`src/rtl/loader_pkg.sv`:
```
// rtl/loader_pkg.sv - shared types and constants for the instruction loader
package loader_pkg;

    typedef enum logic [2:0] {
        HDR0 = 3'd0,
        HDR1 = 3'd1,
        DATA = 3'd2,
        CSUM = 3'd3,
        DONE = 3'd4,
        ERR  = 3'd5
    } state_t;

    localparam int HDR_BYTES = 2;
    localparam int BYTE_W    = 8;
    localparam int LANES     = 4;

endpackage

```
`src/rtl/byte_packer.sv`:
```
// rtl/byte_packer.sv - packs accepted bytes little-endian into 32-bit words
module byte_packer
    import loader_pkg::*;
(
    input  logic              clk,
    input  logic              rst_n,
    input  logic              clear,
    input  logic              byte_en,
    input  logic [BYTE_W-1:0] byte_data,
    output logic              word_valid,
    output logic [31:0]       word
);

    logic [1:0]  lane;
    logic [23:0] partial;

    // The fourth byte completes the word in the same cycle it is accepted.
    assign word_valid = byte_en && (lane == 2'(LANES - 1));
    assign word       = {byte_data, partial};

    // Lane counter and storage for the lower three bytes of the word in flight.
    always_ff @(posedge clk or negedge rst_n) begin
        if (!rst_n) begin
            lane    <= '0;
            partial <= '0;
        end else if (clear) begin
            lane    <= '0;
            partial <= '0;
        end else if (byte_en) begin
            lane <= lane + 2'd1;
            case (lane)
                2'd0:    partial[7:0]   <= byte_data;
                2'd1:    partial[15:8]  <= byte_data;
                2'd2:    partial[23:16] <= byte_data;
                default: partial        <= '0;
            endcase
        end
    end

endmodule

```
`src/rtl/instr_loader.sv`:
```
// rtl/instr_loader.sv - streams a program image into instruction memory (optional LOADER_CHECKSUM_EN)
module instr_loader
    import loader_pkg::*;
#(
    parameter int ADDR_WIDTH = 10,
    parameter int DATA_WIDTH = 32
) (
    input  logic                  CLK,
    input  logic                  rst,
    input  logic                  start,
    input  logic [7:0]            s_data,
    input  logic                  s_valid,
    output logic                  s_ready,
    output logic                  imem_we,
    output logic [ADDR_WIDTH-1:0] imem_addr,
    output logic [DATA_WIDTH-1:0] imem_wd,
    output logic                  core_rst_n,
    output logic                  done,
    output logic                  error
);

    localparam int         MAX_WORDS = 2 ** (ADDR_WIDTH - 2);
    localparam logic [16:0] MAX_W    = 17'(MAX_WORDS);

    state_t      state;
    logic [7:0]  cnt_lo;
    logic [15:0] count;
    logic [15:0] word_idx;
    logic        accept;
    logic        byte_en;
    logic        restart;
    logic        word_valid;
    logic [31:0] word;
    logic        last_word;
    logic [15:0] hdr_count;
    state_t      after_payload;

`ifdef LOADER_CHECKSUM_EN
    logic [7:0] csum;
    assign after_payload = CSUM;
`else
    assign after_payload = DONE;
`endif

    // Ready is a pure state decode so upstream never sees a valid->ready loop.
    assign s_ready   = (state == HDR0) || (state == HDR1) || (state == DATA) || (state == CSUM);
    assign accept    = s_valid && s_ready;
    assign byte_en   = accept && (state == DATA);
    assign restart   = start && ((state == DONE) || (state == ERR));
    assign last_word = word_valid && ((word_idx + 16'd1) == count);
    assign hdr_count = {s_data, cnt_lo};

    byte_packer u_packer (
        .clk        (CLK),
        .rst_n      (rst),
        .clear      (restart),
        .byte_en    (byte_en),
        .byte_data  (s_data),
        .word_valid (word_valid),
        .word       (word)
    );

    // Loader FSM, word index, checksum and registered memory/status outputs.
    always_ff @(posedge CLK or negedge rst) begin
        if (!rst) begin
            state      <= HDR0;
            cnt_lo     <= '0;
            count      <= '0;
            word_idx   <= '0;
            imem_we    <= 1'b0;
            imem_addr  <= '0;
            imem_wd    <= '0;
            core_rst_n <= 1'b0;
            done       <= 1'b0;
            error      <= 1'b0;
`ifdef LOADER_CHECKSUM_EN
            csum       <= '0;
`endif
        end else begin
            imem_we    <= 1'b0;
            // Status trails the state by one cycle so the last write lands before the core runs.
            done       <= (state == DONE) && !restart;
            core_rst_n <= (state == DONE) && !restart;
            error      <= (state == ERR) && !restart;
            case (state)
                HDR0: begin
                    if (accept) begin
                        cnt_lo <= s_data;
                        state  <= HDR1;
                    end
                end
                HDR1: begin
                    if (accept) begin
                        count <= hdr_count;
                        if (hdr_count == 16'd0)
                            state <= after_payload;
                        else if ({1'b0, hdr_count} > MAX_W)
                            state <= ERR;
                        else
                            state <= DATA;
                    end
                end
                DATA: begin
`ifdef LOADER_CHECKSUM_EN
                    if (byte_en)
                        csum <= csum + s_data;
`endif
                    if (word_valid) begin
                        imem_we   <= 1'b1;
                        imem_addr <= {word_idx[ADDR_WIDTH-3:0], 2'b00};
                        imem_wd   <= DATA_WIDTH'(word);
                        word_idx  <= word_idx + 16'd1;
                        if (last_word)
                            state <= after_payload;
                    end
                end
                CSUM: begin
`ifdef LOADER_CHECKSUM_EN
                    if (accept)
                        state <= (s_data == csum) ? DONE : ERR;
`else
                    state <= ERR;
`endif
                end
                DONE, ERR: begin
                    if (start) begin
                        state    <= HDR0;
                        word_idx <= '0;
`ifdef LOADER_CHECKSUM_EN
                        csum     <= '0;
`endif
                    end
                end
                default: state <= HDR0;
            endcase
        end
    end

endmodule

```
`config.mk`:
```
export PLATFORM = sky130hd
export DESIGN_NAME = instr_loader
export DESIGN_NICKNAME = d
export VERILOG_FILES = /design/src/rtl/loader_pkg.sv /design/src/rtl/byte_packer.sv /design/src/rtl/instr_loader.sv
export SDC_FILE = /design/constraint.sdc
export NUM_CORES = 1
export LEC_CHECK = 0
export BUFFER_PORTS_ARGS = -buffer_cell sky130_fd_sc_hd__buf_4
export CAP_MARGIN = 40
export CORE_MARGIN = 8
export CORE_UTILIZATION = 45
export CTS_BUF_LIST = sky130_fd_sc_hd__clkbuf_4 sky130_fd_sc_hd__clkbuf_8
export CTS_CLUSTER_DIAMETER = 80
export CTS_CLUSTER_SIZE = 10
export DETAILED_ROUTE_END_ITERATION = 8
export SLEW_MARGIN = 30
export SYNTH_ARGS = -nofsm -noshare
export SYNTH_HDL_FRONTEND = slang
export SYNTH_SLANG_ARGS = --single-unit
```
`constraint.sdc`:
```
create_clock -name CLK -period 2.6 [get_ports CLK]
set_input_delay 0.52 -clock CLK [delete_from_list [all_inputs] [get_ports CLK]]
set_output_delay 0.52 -clock CLK [all_outputs]
set_load 0.03 [all_outputs]
```
-- Yosys cells after proc, flatten, opt, wreduce, memory -nomap -nowiden
Cells that the tools add are included.
Widths: inputs -> output; s select.
- register bits: 112
- latch bits: 0
- RAM bits: 0
- memory bits (read-only): 0
- memories: 0
- add/sub/neg operators: 2
- $mul: 0
- div/mod/pow operators: 0
- magnitude comparators: 1
- equality and inequality tests: 17
- shift operators: 0
- muxes and demuxes: 20
- bitwise operators: 0
- reductions and logical operators: 29
- operators by type and width (kind ; count):
    $mux 24 ; 2
    $pmux 8 s2 ; 3
    $mux 16 ; 2
    $pmux 16 s2 ; 1
    $mux 3 ; 7
    $add 16x1->16 const B ; 1
    $eq 16x16->1 ; 1
    $gt 16x9->1 const B ; 1
    $logic_not 16->1 ; 1
    $pmux 3 s5 ; 1
    $reduce_and 2->1 ; 6
    $ne 2x2->1 const B ; 5
    $reduce_or 2->1 ; 4
    $logic_and 1x1->1 ; 7
    $eq 3x2->1 const B ; 2
    $eq 3x3->1 const B ; 2
    $ne 2x1->1 const B ; 3
    $reduce_and 5->1 ; 1
    $eq 2x2->1 const B ; 2
    $logic_or 1x1->1 ; 4
    $mux 2 ; 2
    $reduce_bool 2->1 ; 2
    $eq 3x1->1 const B ; 1
    $logic_not 3->1 ; 1
    6 further kinds ; 7

-- Logic depth before layout (Yosys ltp)
- depth in word-level cells: 11
- gate-level depth with buffers: 9

-- By module
Synthesis repeated with hierarchy kept, for this count alone.
- cell total of the unflattened synthesis: 559
- area total of the unflattened synthesis: 5350.1 µm²
- modules (own cells, without submodules) (module ; instances ; cells each ; area an instance (µm²) ; sequential area each (µm²)):
    instr_loader ; 1 ; 426 ; 4111.4 ; 2152.1
    byte_packer ; 1 ; 133 ; 1238.7 ; 650.6

-- Worst setup path after synthesis
Ideal clock, no wire load.
- kind: register to register
- start: reg word_idx[0]
- end: reg state[1]
- arrival time: 2069 ps
- data required time: 2471 ps
- setup slack: 402 ps
- cell stages (with the launch flop): 9
- path buffers: 1
- cells stage by stage: dfrtp_1 > ha_1 > clkbuf_1 > nand4_1 > nor2_1 > o22ai_1 > or4_1 > nor4_2 > o21ai_0
- cells in the longest elaborated chain, start to end: 5
- ends and longest elaborated chain (element ; line ; RTL):
    start, declared ; instr_loader.sv:28 ; logic [15:0] word_idx;
    start signal, assigned ; instr_loader.sv:112 ; word_idx <= word_idx + 16'd1;
    $add 16x1->16 ; instr_loader.sv:50 ; assign last_word = word_valid && ((word_idx + 16'd1) == count);
    $eq 16x16->1 ; instr_loader.sv:50 ;
    $logic_and 1x1->1 ; instr_loader.sv:50 ;
    $ne 2x2->1 (no line) ; n/a ;
    $reduce_and 5->1 (no line) ; n/a ;
    end signal, assigned ; instr_loader.sv:96 ; state <= after_payload;
    end signal, assigned ; instr_loader.sv:114 ; state <= after_payload;
    end, declared ; instr_loader.sv:25 ; state_t state;
Every way passes these cells.
A chain may end at the register's enable or synchronous reset.

-- Worst setup path after layout
- start: reg word_idx[2]
- end: reg state[1]
Same word-level chain as after synthesis.

==> impl_metrics.env <==
export IMPL_outcome="completed"
export IMPL_seq_power_share_pct=52.4
export IMPL_leakagePower_nw=2.87
export IMPL_timing_final_max_slew_violations=0
export IMPL_min_period_ns=2.38
export IMPL_grt_start_max_net_pins=60
export IMPL_syn_to_final_growth_pct=14.5
export IMPL_worst_skew_pair_late_latency_ns=0.39
export IMPL_postSynthRegisterBits=112
export IMPL_routed_wirelength_um=13100
export IMPL_worstSetupStartpointType="flop"
export IMPL_route_detailed_drc=0
export IMPL_timing_critical_path_to_type="flop"
export IMPL_fin_worst_skew_ns=0.0108
export IMPL_p_per_area_nw_per_um2=691
export IMPL_finish_net_count=622
export IMPL_placed_cells_incl_taps=737
export IMPL_number_of_antenna_violations_at_the_first_check_in_global_routing=0
export IMPL_synth_area_um2=5240
export IMPL_tritoncts="done"
export IMPL_global_route_overflow_total=0
export IMPL_routed_len_inst_um=17.3
export IMPL_clk_pin_slew_worst_paths_ns=0.11
export IMPL_critPathArrivalTime_ns=2.65
export IMPL_routabilityCongestion=0.852
export IMPL_worst_slew_pin_slew_ns=0.628
export IMPL_ctsHoldBuffers=0
export IMPL_fin_cells=753
export IMPL_proportion_of_layout_cells_with_a_drive_suffix_above_1_pct=19.5
export IMPL_htreeDepth=3
export IMPL_cpPeakStageDelay_ns=0.63
export IMPL_hpwlAfterDp_um=9030
export IMPL_numCtsBuffers=9
export IMPL_antenna_cells=0
export IMPL_synth_cell_type_count=47
export IMPL_via_per_inst=5.47
export IMPL_setup_viol_count_final=0
export IMPL_cts_num_sinks=112
export IMPL_first_iter_violations=192
export IMPL_share_clk_of_total_power_pct=26.8
export IMPL_most_used_cells_in_the_layout_excluding_fill_and_tap_cells="nand2_1 (162), dfrtp_1 (112), buf_4 (67)"
export IMPL_comb_power_share_pct=20.8
export IMPL_timing_hold_violations_final=0
export IMPL_setup_tns_final_ns=0
export IMPL_hold_path_class="in2async"
export IMPL_cp_required_ns=2.87
export IMPL_grt_use_total_pct=18.1
export IMPL_vias=4119
export IMPL_initial_core_util_pct=45.9
export IMPL_fmax_mhz=421
export IMPL_drt_pass1_iterations=4
export IMPL_pre_cts_slack_ns=0.218
export IMPL_cts_root_to_sink_buffers=2
export IMPL_chipHeight_um=124
export IMPL_number_of_warning_messages_in_the_yosys_log=0
export IMPL_route_antenna_remaining_nets=0
export IMPL_p_sw_w=0.00130
export IMPL_max_cap_viol_count=0
export IMPL_maximum_resistive_drop_on_vdd_mv=0.514
export IMPL_net_sw_share_pct=31.2
export IMPL_least_setup_slack_across_all_paths_after_layout_ns=0.223
export IMPL_critical_path_slowest_cell="dfrtp_1"
export IMPL_setup_worst_path_class="reg2reg"
export IMPL_min_period_over_period_pct=91.4
export IMPL_cts_repair_timing_setup_buffer_count=0
export IMPL_ioPinCount=59
export IMPL_fin_total_pwr_w=0.00415
export IMPL_floorplan_rows=39
export IMPL_number_of_enable_flip_flop_cells_after_synthesis=0
export IMPL_async_reset_ff_share_pct=100
export IMPL_postSynthAreaPerCell_um2=9.29
export IMPL_grt_pass1_wl_um=21400
export IMPL_core_box_area_um2=11400
export IMPL_netlist_instances=564
export IMPL_die_area_um2=15400
export IMPL_yosysSeqAreaShare_pct=53.5
export IMPL_critical_path_cell_chain="and2_1, and3_1, o22ai_1, or4_1, nor4_2, o21ai_0"
export IMPL_intPower_w=0.00285
export IMPL_category_of_cells_accounting_for_the_largest_share_of_critical_path_delay="simple AND/OR/NAND/NOR gates"
export IMPL_port_buf_inserts=56
export IMPL_layout_cells_most_common="nand2_1"
export IMPL_ctsResizeCount=0
export IMPL_first_global_vias=4023
export IMPL_final_fill_count=1088
export IMPL_floorplan_die_width_um=124
export IMPL_grt_setup_unrepaired="no"
export IMPL_cp_bufs_invs=0
export IMPL_cts_root_buffer_cell="clkbuf_8"
export IMPL_relSlewSlack_pct=58.2
export IMPL_critical_path_peak_fanout=14
export IMPL_synth_flop_cell="dfrtp_1"
==> final timing paths <==
kind	cells after the start	to	slack (ns)	from
max in group asynchronous	2	word_idx[11]	1.79	rst
min in group CLK	2	done	0.29	start
hold reg to reg	2	imem_wd[8]	0.48	u_packer.partial[8]
setup reg to reg	6	state[1]	0.22	word_idx[2]
setup / recovery	6	state[1]	0.22	word_idx[2]
hold / removal	1	imem_addr[3]	0.13	rst
==> sequential cells by signal, indices dropped and copies added, names as in the netlist <==
register,cells
imem_addr,8
imem_we,1
count,16
done,1
state,3
u_packer.partial,24
cnt_lo,8
error,1
u_packer.lane,2
imem_wd,32
word_idx,16
==> kinds of logic after synthesis <==
kind of cell	synth area share, %
AOI/OAI and AO/OA	10.2
xor gates and xnor gates	3.01
adders and majority gates	1.19
buffers and inverters	4.25
DFF	53.5
muxes	4.92
other	0.0715
and+or+nand+nor	22.9
==> area by class of cell <==
cell class	instances	area, um^2	share of cell area (%)
tap	143	179	2.98
multi-input combinational	400	2240	37.3
sequential	112	2800	46.7
clock buffer	10	131	2.19
inverter	14	52.6	0.876
timing repair buffer	68	523	8.72
clock inverter	6	76.3	1.27
==> synthesized netlist by cell type (7+ instances only) <==
| library cell | count | share of area, % |
|---|---|---|
| a21oi_1 | 40 | 3.8 |
| buf_2 | 9 | 0.86 |
| clkbuf_1 | 24 | 1.7 |
| dfrtp_1 | 112 | 53 |
| inv_1 | 12 | 0.86 |
| mux2_2 | 22 | 4.7 |
| nand2_1 | 163 | 12 |
| nand3_1 | 34 | 3.2 |
| nor2_1 | 15 | 1.1 |
| o21ai_0 | 27 | 2.6 |
| o31ai_1 | 7 | 1.0 |
| xnor2_1 | 10 | 1.7 |
| xor2_1 | 8 | 1.3 |
==> through the flow <==
step	utilization, %	hold WS, ns	cell area, um^2
global route	52.6	0.157	6000
CTS	52.5	0.133	6000
global placement	50.6	0.457	5780
floorplan	-	0.224	5250
finish	52.6	0.127	6000
detailed placement	50.7	0.458	5790
==> power groups by stage <==
stage	Sequential, W	Combinational, W	Clock, W
after detailed placement	0.00220	0.000867	0
after global routing	0.00220	0.000958	0.00122
final	0.00217	0.000863	0.00111
after CTS	0.00217	0.000869	0.00115
after global placement	0.00220	0.000852	0
after floorplan	0.00212	0.000641	0
==> layer usage <==
layer / share of wire [%] / vias to the layer above / global-route usage (%)
met5: 0 / - / 0
met4: 1.5 / 0 / 6.02
met3: 6.0 / 19 / 5.21
met2: 45 / 102 / 27.3
li1: - / 1997 / -
met1: 48 / 2001 / 24.6
Power figures use the tool's default switching activity.
